## config.mk

```make
export PLATFORM = sky130hd
export DESIGN_NAME = memory_bus_bridge
export DESIGN_NICKNAME = d
export VERILOG_FILES = /design/src/rtl/memory_bus_bridge.sv
export SDC_FILE = /design/constraint.sdc
export NUM_CORES = 1
export LEC_CHECK = 0
export CAP_MARGIN = 20
export CORE_MARGIN = 1.5
export CORE_UTILIZATION = 39
export CTS_BUF_LIST = sky130_fd_sc_hd__clkbuf_16
export CTS_CLUSTER_DIAMETER = 150
export CTS_CLUSTER_SIZE = 40
export DETAILED_ROUTE_END_ITERATION = 8
export GPL_TIMING_DRIVEN = 0
export PLACE_DENSITY = 0.8
export SYNTH_ARGS = -nofsm -noshare
export SYNTH_HDL_FRONTEND = slang
export SYNTH_SLANG_ARGS = --single-unit
```

## constraint.sdc

```tcl
create_clock -name clk -period 1.9 [get_ports clk]
set_input_delay 0.475 -clock clk [delete_from_list [all_inputs] [get_ports clk]]
set_output_delay 0.475 -clock clk [all_outputs]
set_load 0.02 [all_outputs]
```

## src/rtl/memory_bus_bridge.sv

```systemverilog
// Wishbone B4 classic single-transfer master for the multi-cycle core.
// Optional watchdog abort of stalled cycles is enabled by defining BUS_TIMEOUT_EN.
module memory_bus_bridge #(
  parameter int unsigned TIMEOUT_CYCLES = 255,
  parameter int unsigned TIMEOUT_WIDTH  = 8
) (
  input  logic        clk,
  input  logic        reset,
  input  logic        memory_read,
  input  logic        memory_write,
  input  logic        abort,
  input  logic [31:0] read_address,
  input  logic [31:0] write_address,
  input  logic [31:0] write_data,
  input  logic [3:0]  write_sel,
  output logic [31:0] read_data,
  output logic        done,
  output logic        bus_error,
  output logic        busy,
  output logic        cyc_o,
  output logic        stb_o,
  output logic        we_o,
  output logic [31:0] adr_o,
  output logic [31:0] dat_o,
  output logic [3:0]  sel_o,
  input  logic [31:0] dat_i,
  input  logic        ack_i,
  input  logic        err_i
);

  typedef enum logic [1:0] {
    StIdle,
    StActive,
    StDone
  } state_t;

  state_t      r_state, w_state_d;
  logic        r_cyc, w_cyc_d;
  logic        r_we, w_we_d;
  logic        r_done, w_done_d;
  logic        r_bus_error, w_bus_error_d;
  logic        r_busy, w_busy_d;
  logic [31:0] r_adr, w_adr_d;
  logic [31:0] r_dat_o, w_dat_o_d;
  logic [3:0]  r_sel, w_sel_d;
  logic [31:0] r_read_data, w_read_data_d;

  logic w_launch;
  logic w_timeout;

  assign w_launch = (r_state == StIdle) && (memory_read || memory_write) && !abort;

`ifdef BUS_TIMEOUT_EN
  logic [TIMEOUT_WIDTH-1:0] r_tmo_cnt, w_tmo_cnt_d;

  // Count value during the final allowed ACTIVE cycle.
  assign w_timeout = (r_state == StActive) &&
                     (r_tmo_cnt == TIMEOUT_WIDTH'(TIMEOUT_CYCLES - 1));

  always_comb begin
    w_tmo_cnt_d = r_tmo_cnt;
    if (w_launch) begin
      w_tmo_cnt_d = '0;
    end else if (r_state == StActive) begin
      w_tmo_cnt_d = r_tmo_cnt + TIMEOUT_WIDTH'(1);
    end
  end

  always_ff @(posedge clk) begin
    if (reset) begin
      r_tmo_cnt <= '0;
    end else begin
      r_tmo_cnt <= w_tmo_cnt_d;
    end
  end
`else
  logic w_unused_params;
  assign w_timeout       = 1'b0;
  assign w_unused_params = ^{TIMEOUT_CYCLES, TIMEOUT_WIDTH};
`endif

  always_comb begin
    w_state_d     = r_state;
    w_cyc_d       = r_cyc;
    w_we_d        = r_we;
    w_done_d      = 1'b0;
    w_bus_error_d = r_bus_error;
    w_busy_d      = r_busy;
    w_adr_d       = r_adr;
    w_dat_o_d     = r_dat_o;
    w_sel_d       = r_sel;
    w_read_data_d = r_read_data;

    unique case (r_state)
      StIdle: begin
        if (w_launch) begin
          w_adr_d   = memory_write ? write_address : read_address;
          w_we_d    = memory_write;
          w_dat_o_d = write_data;
          w_sel_d   = memory_write ? write_sel : 4'b1111;
          w_cyc_d   = 1'b1;
          w_busy_d  = 1'b1;
          w_state_d = StActive;
        end
      end
      StActive: begin
        // err_i outranks ack_i; either outranks the watchdog.
        if (err_i || (!ack_i && w_timeout)) begin
          w_cyc_d       = 1'b0;
          w_done_d      = 1'b1;
          w_bus_error_d = 1'b1;
          w_state_d     = StDone;
        end else if (ack_i) begin
          if (!r_we) begin
            w_read_data_d = dat_i;
          end
          w_cyc_d       = 1'b0;
          w_done_d      = 1'b1;
          w_bus_error_d = 1'b0;
          w_state_d     = StDone;
        end
      end
      StDone: begin
        w_busy_d  = 1'b0;
        w_state_d = StIdle;
      end
      default: begin
        w_cyc_d   = 1'b0;
        w_busy_d  = 1'b0;
        w_state_d = StIdle;
      end
    endcase
  end

  always_ff @(posedge clk) begin
    if (reset) begin
      r_state     <= StIdle;
      r_cyc       <= 1'b0;
      r_we        <= 1'b0;
      r_done      <= 1'b0;
      r_bus_error <= 1'b0;
      r_busy      <= 1'b0;
      r_adr       <= '0;
      r_dat_o     <= '0;
      r_sel       <= 4'b0000;
      r_read_data <= '0;
    end else begin
      r_state     <= w_state_d;
      r_cyc       <= w_cyc_d;
      r_we        <= w_we_d;
      r_done      <= w_done_d;
      r_bus_error <= w_bus_error_d;
      r_busy      <= w_busy_d;
      r_adr       <= w_adr_d;
      r_dat_o     <= w_dat_o_d;
      r_sel       <= w_sel_d;
      r_read_data <= w_read_data_d;
    end
  end

  // Strobe and cycle are identical for single non-pipelined transfers.
  assign cyc_o     = r_cyc;
  assign stb_o     = r_cyc;
  assign we_o      = r_we;
  assign adr_o     = r_adr;
  assign dat_o     = r_dat_o;
  assign sel_o     = r_sel;
  assign done      = r_done;
  assign bus_error = r_bus_error;
  assign busy      = r_busy;
  assign read_data = r_read_data;

endmodule

```

==> out/metrics.yaml <==
vias: 4476
final-setup-viol-count: 0
grt_pass1_vias: 4636
max_freq_mhz: 551.1
cts_buffers: 9
synth_cell_types: 25
crit_family: "buffers and inverters"
top_level_ports: 245
fin_worst_skew_ns: 0.009989
fin_nets: 864
synth_fa_ha_area_share_pct: 0
syn-cell-area_sq_mm: 0.004543
hold_buffers: 0
path_cells: "clkdlybuf4s50_1"
initial_utilization_pct: 39.96
crit_fanout: 3
crit_path_top_delay_cell: "clkdlybuf4s50_1"
synth_most_common_cell: "dfxtp_1"
cts_tree: "yes"
portBuffers: 243
detailedPlace.worstSlack_ns: -0.4793
hold_path.class: "flop to flop"
synth.ff_latch_count: 107
crit_type: "flop to output port"
yosysWarnings: 0
worst_ir_drop_vdd_uv: 523.1
min_period_over_period_pct: 95.50
max_stage_delay_ns: 0.65
viasPerCell: 5.127
num-fill-cells: 945
cts_root_buf: "clkbuf_16"
powerDensity_mw_per_mm2: 726.2
drv_cap: 0
async_flop_share_pct: 0
yosys.area.top_type: "dfxtp_1"
whs_ns: 0.4547
design_area_sq_mm: 0.007428
cts.sinks: 107
tightest_slew_ns: 0.5110
synth_compound_area_share_pct: 21.81
postPlaceCellArea_sq_mm: 0.007154
fin_ws_ns: 0.08547
core_area_sq_mm: 0.01137
leakage_nw: 2.798
dieArea_sq_mm: 0.01231
synth_cells: 472
synthFlopType: "dfxtp_1"
status: "completed"
synth_edf_count: 0
drive_gt1_share_pct: 12.33
hold_viol_final: 0
worstSkewPairLatency_ns: 0.34
antenna_found_initial: 0
cts_setup_buffers: 0
drt_iter0_markers: 178
clk_pin_slew_ns: 0.07
rrSetupSlack_ns: 0.16
dr.pass1.iters: 4
synth-simple-area-share_pct: 11.32
area_delta_synth_final_pct: 63.51
wl_per_cell_um: 16.54
synth-xor-area-share_pct: 0
synth.top_cells.by_area: "dfxtp_1 47%, mux2i_1 14%, a21oi_1 7.4%"
die_x_um: 110.9
critPathRequiredTime_ns: 1.42
overflow: 0
setup.worst_path.start_class: "flop"
rsz0062_at_grt: "true"
arrival_ns: 1.34
crit_path_end_kind: "output port"
globalRouteTotalUtil_pct: 23.32
grt_start_max_net_pins: 17
yosysSeqAreaShare_pct: 47.15
clock_path_buffers: 2
synth.top_cells.by_count: "107 x dfxtp_1, 69 x nand2_1, 67 x a21oi_1"
row_count: 39
gp_congestion: 0.8500
synth_nets: 611
timing.final.crit_period_ns: 1.815
synthMuxAreaShare_pct: 14.10
drc_errors: 0
ant_nets: 0
critPathBufInv: 1
final_util_pct: 65.34
antennaDiodeCount: 0
wirelength_mm: 14.44
place_hpwl_mm: 11.05
h-tree-depth: 3
grt_pass1_wl_mm: 23.48
slew-limit-headroom_pct: 65.94
netlist.area_leader.share_pct: 47.15
syn_area_per_cell_sq_um: 9.625
fin_setup_tns_ns: 0
final_max_slew_viol_count: 0
synth_top_family_by_area: "compound AO/OA/AOI/OAI gates"
chipHeight_um: 110.9
[what timing repair did]
| action | CTS | global route |
|---|---|---|
| pin swaps | 0 | 0 |
| cloned | 0 | 0 |
| endpoints found under the hold margin | 0 | 0 |
| gates resized for setup | 2 | 14 |
| setup endpoints to repair | 58 | 31 |
[through the flow]
| step | power [mW] | instances |
|---|---|---|
| 2_1_floorplan | 3.086 | 472 |
| 3_3_place_gp | 3.743 | 858 |
| 3_5_place_dp | 3.771 | 858 |
| 4_1_cts | 5.439 | 873 |
| 5_1_grt | 5.654 | 873 |
| 6_report | 5.394 | 873 |
[metal layers]
layer | up-vias | part of all wire, % | global-route usage (%)
met3 | 22 | 10 | 9.459
li1 | 2177 | - | -
met4 | 0 | 2.3 | 8.291
met2 | 178 | 48 | 39.67
met5 | - | 0 | 0
met1 | 2099 | 39 | 26.35
[logic make-up after synthesis]
logic type,count (synthesis)
AOI/OAI and AO/OA,140
and+or+nand+nor,109
DFF,107
muxes,64
buffers and inverters,52
[cells in the final DEF, fill, tap and decap left out, drive strengths merged]
cell	count
dfxtp	107
o221a	4
nand2	69
or2	1
nand3b	2
nand2b	32
a211oi	32
mux2i	64
inv	2
a31o	32
o2111a	2
clkinv	5
and2	1
o22ai	1
clkinvlp	2
nor3	1
dlymetal6s2s	1
and4b	1
clkdlybuf4s50	242
a32oi	1
o31ai	1
nor2	2
a21oi	67
buf	24
clkbuf	34
[registers in the layout (all words and copies together) (netlist names)]
name,cells
cyc_o,1
read_data,32
bus_error,1
busy,1
r_state,2
sel_o,4
we_o,1
dat_o,32
adr_o,32
done,1
[report_power, final]
part           internal, mW  leakage, nW  switching (mW)
registers              2.38        0.876          0.0748
logic                 0.682         1.79           0.584
clock network         0.872        0.129           0.803
total                  3.93         2.80            1.46
[worst register-to-register path, delay by kind of cell, from the launching register on]
family          cells  cell delay [ns]
compound gates      1             0.09
simple gates        2             0.49
buf+inv             4             0.73
flops               1             0.30
[final cells by class]
| type | instances | area, sq um | area share [%] |
|---|---|---|---|
| inverter | 2 | 11.26 | 0.1516 |
| clock buffer | 9 | 225.2 | 3.032 |
| buffer | 49 | 254.0 | 3.419 |
| clock inverter | 7 | 36.28 | 0.4885 |
| timing repair buffer | 243 | 2435 | 32.78 |
| tap | 143 | 178.9 | 2.409 |
| sequential | 107 | 2142 | 28.84 |
| multi-input combinational | 313 | 2146 | 28.89 |
[path summary, 6_finish.rpt]
path / from / to / cells past startpoint
max: we_o / we_o / 1
min reg2reg: read_data[5] / read_data[5] / 2
max reg2reg: r_state[0] / adr_o[29] / 7
min: read_data[5] / read_data[5] / 2
Note: power is estimated with default switching activity, not from simulation.
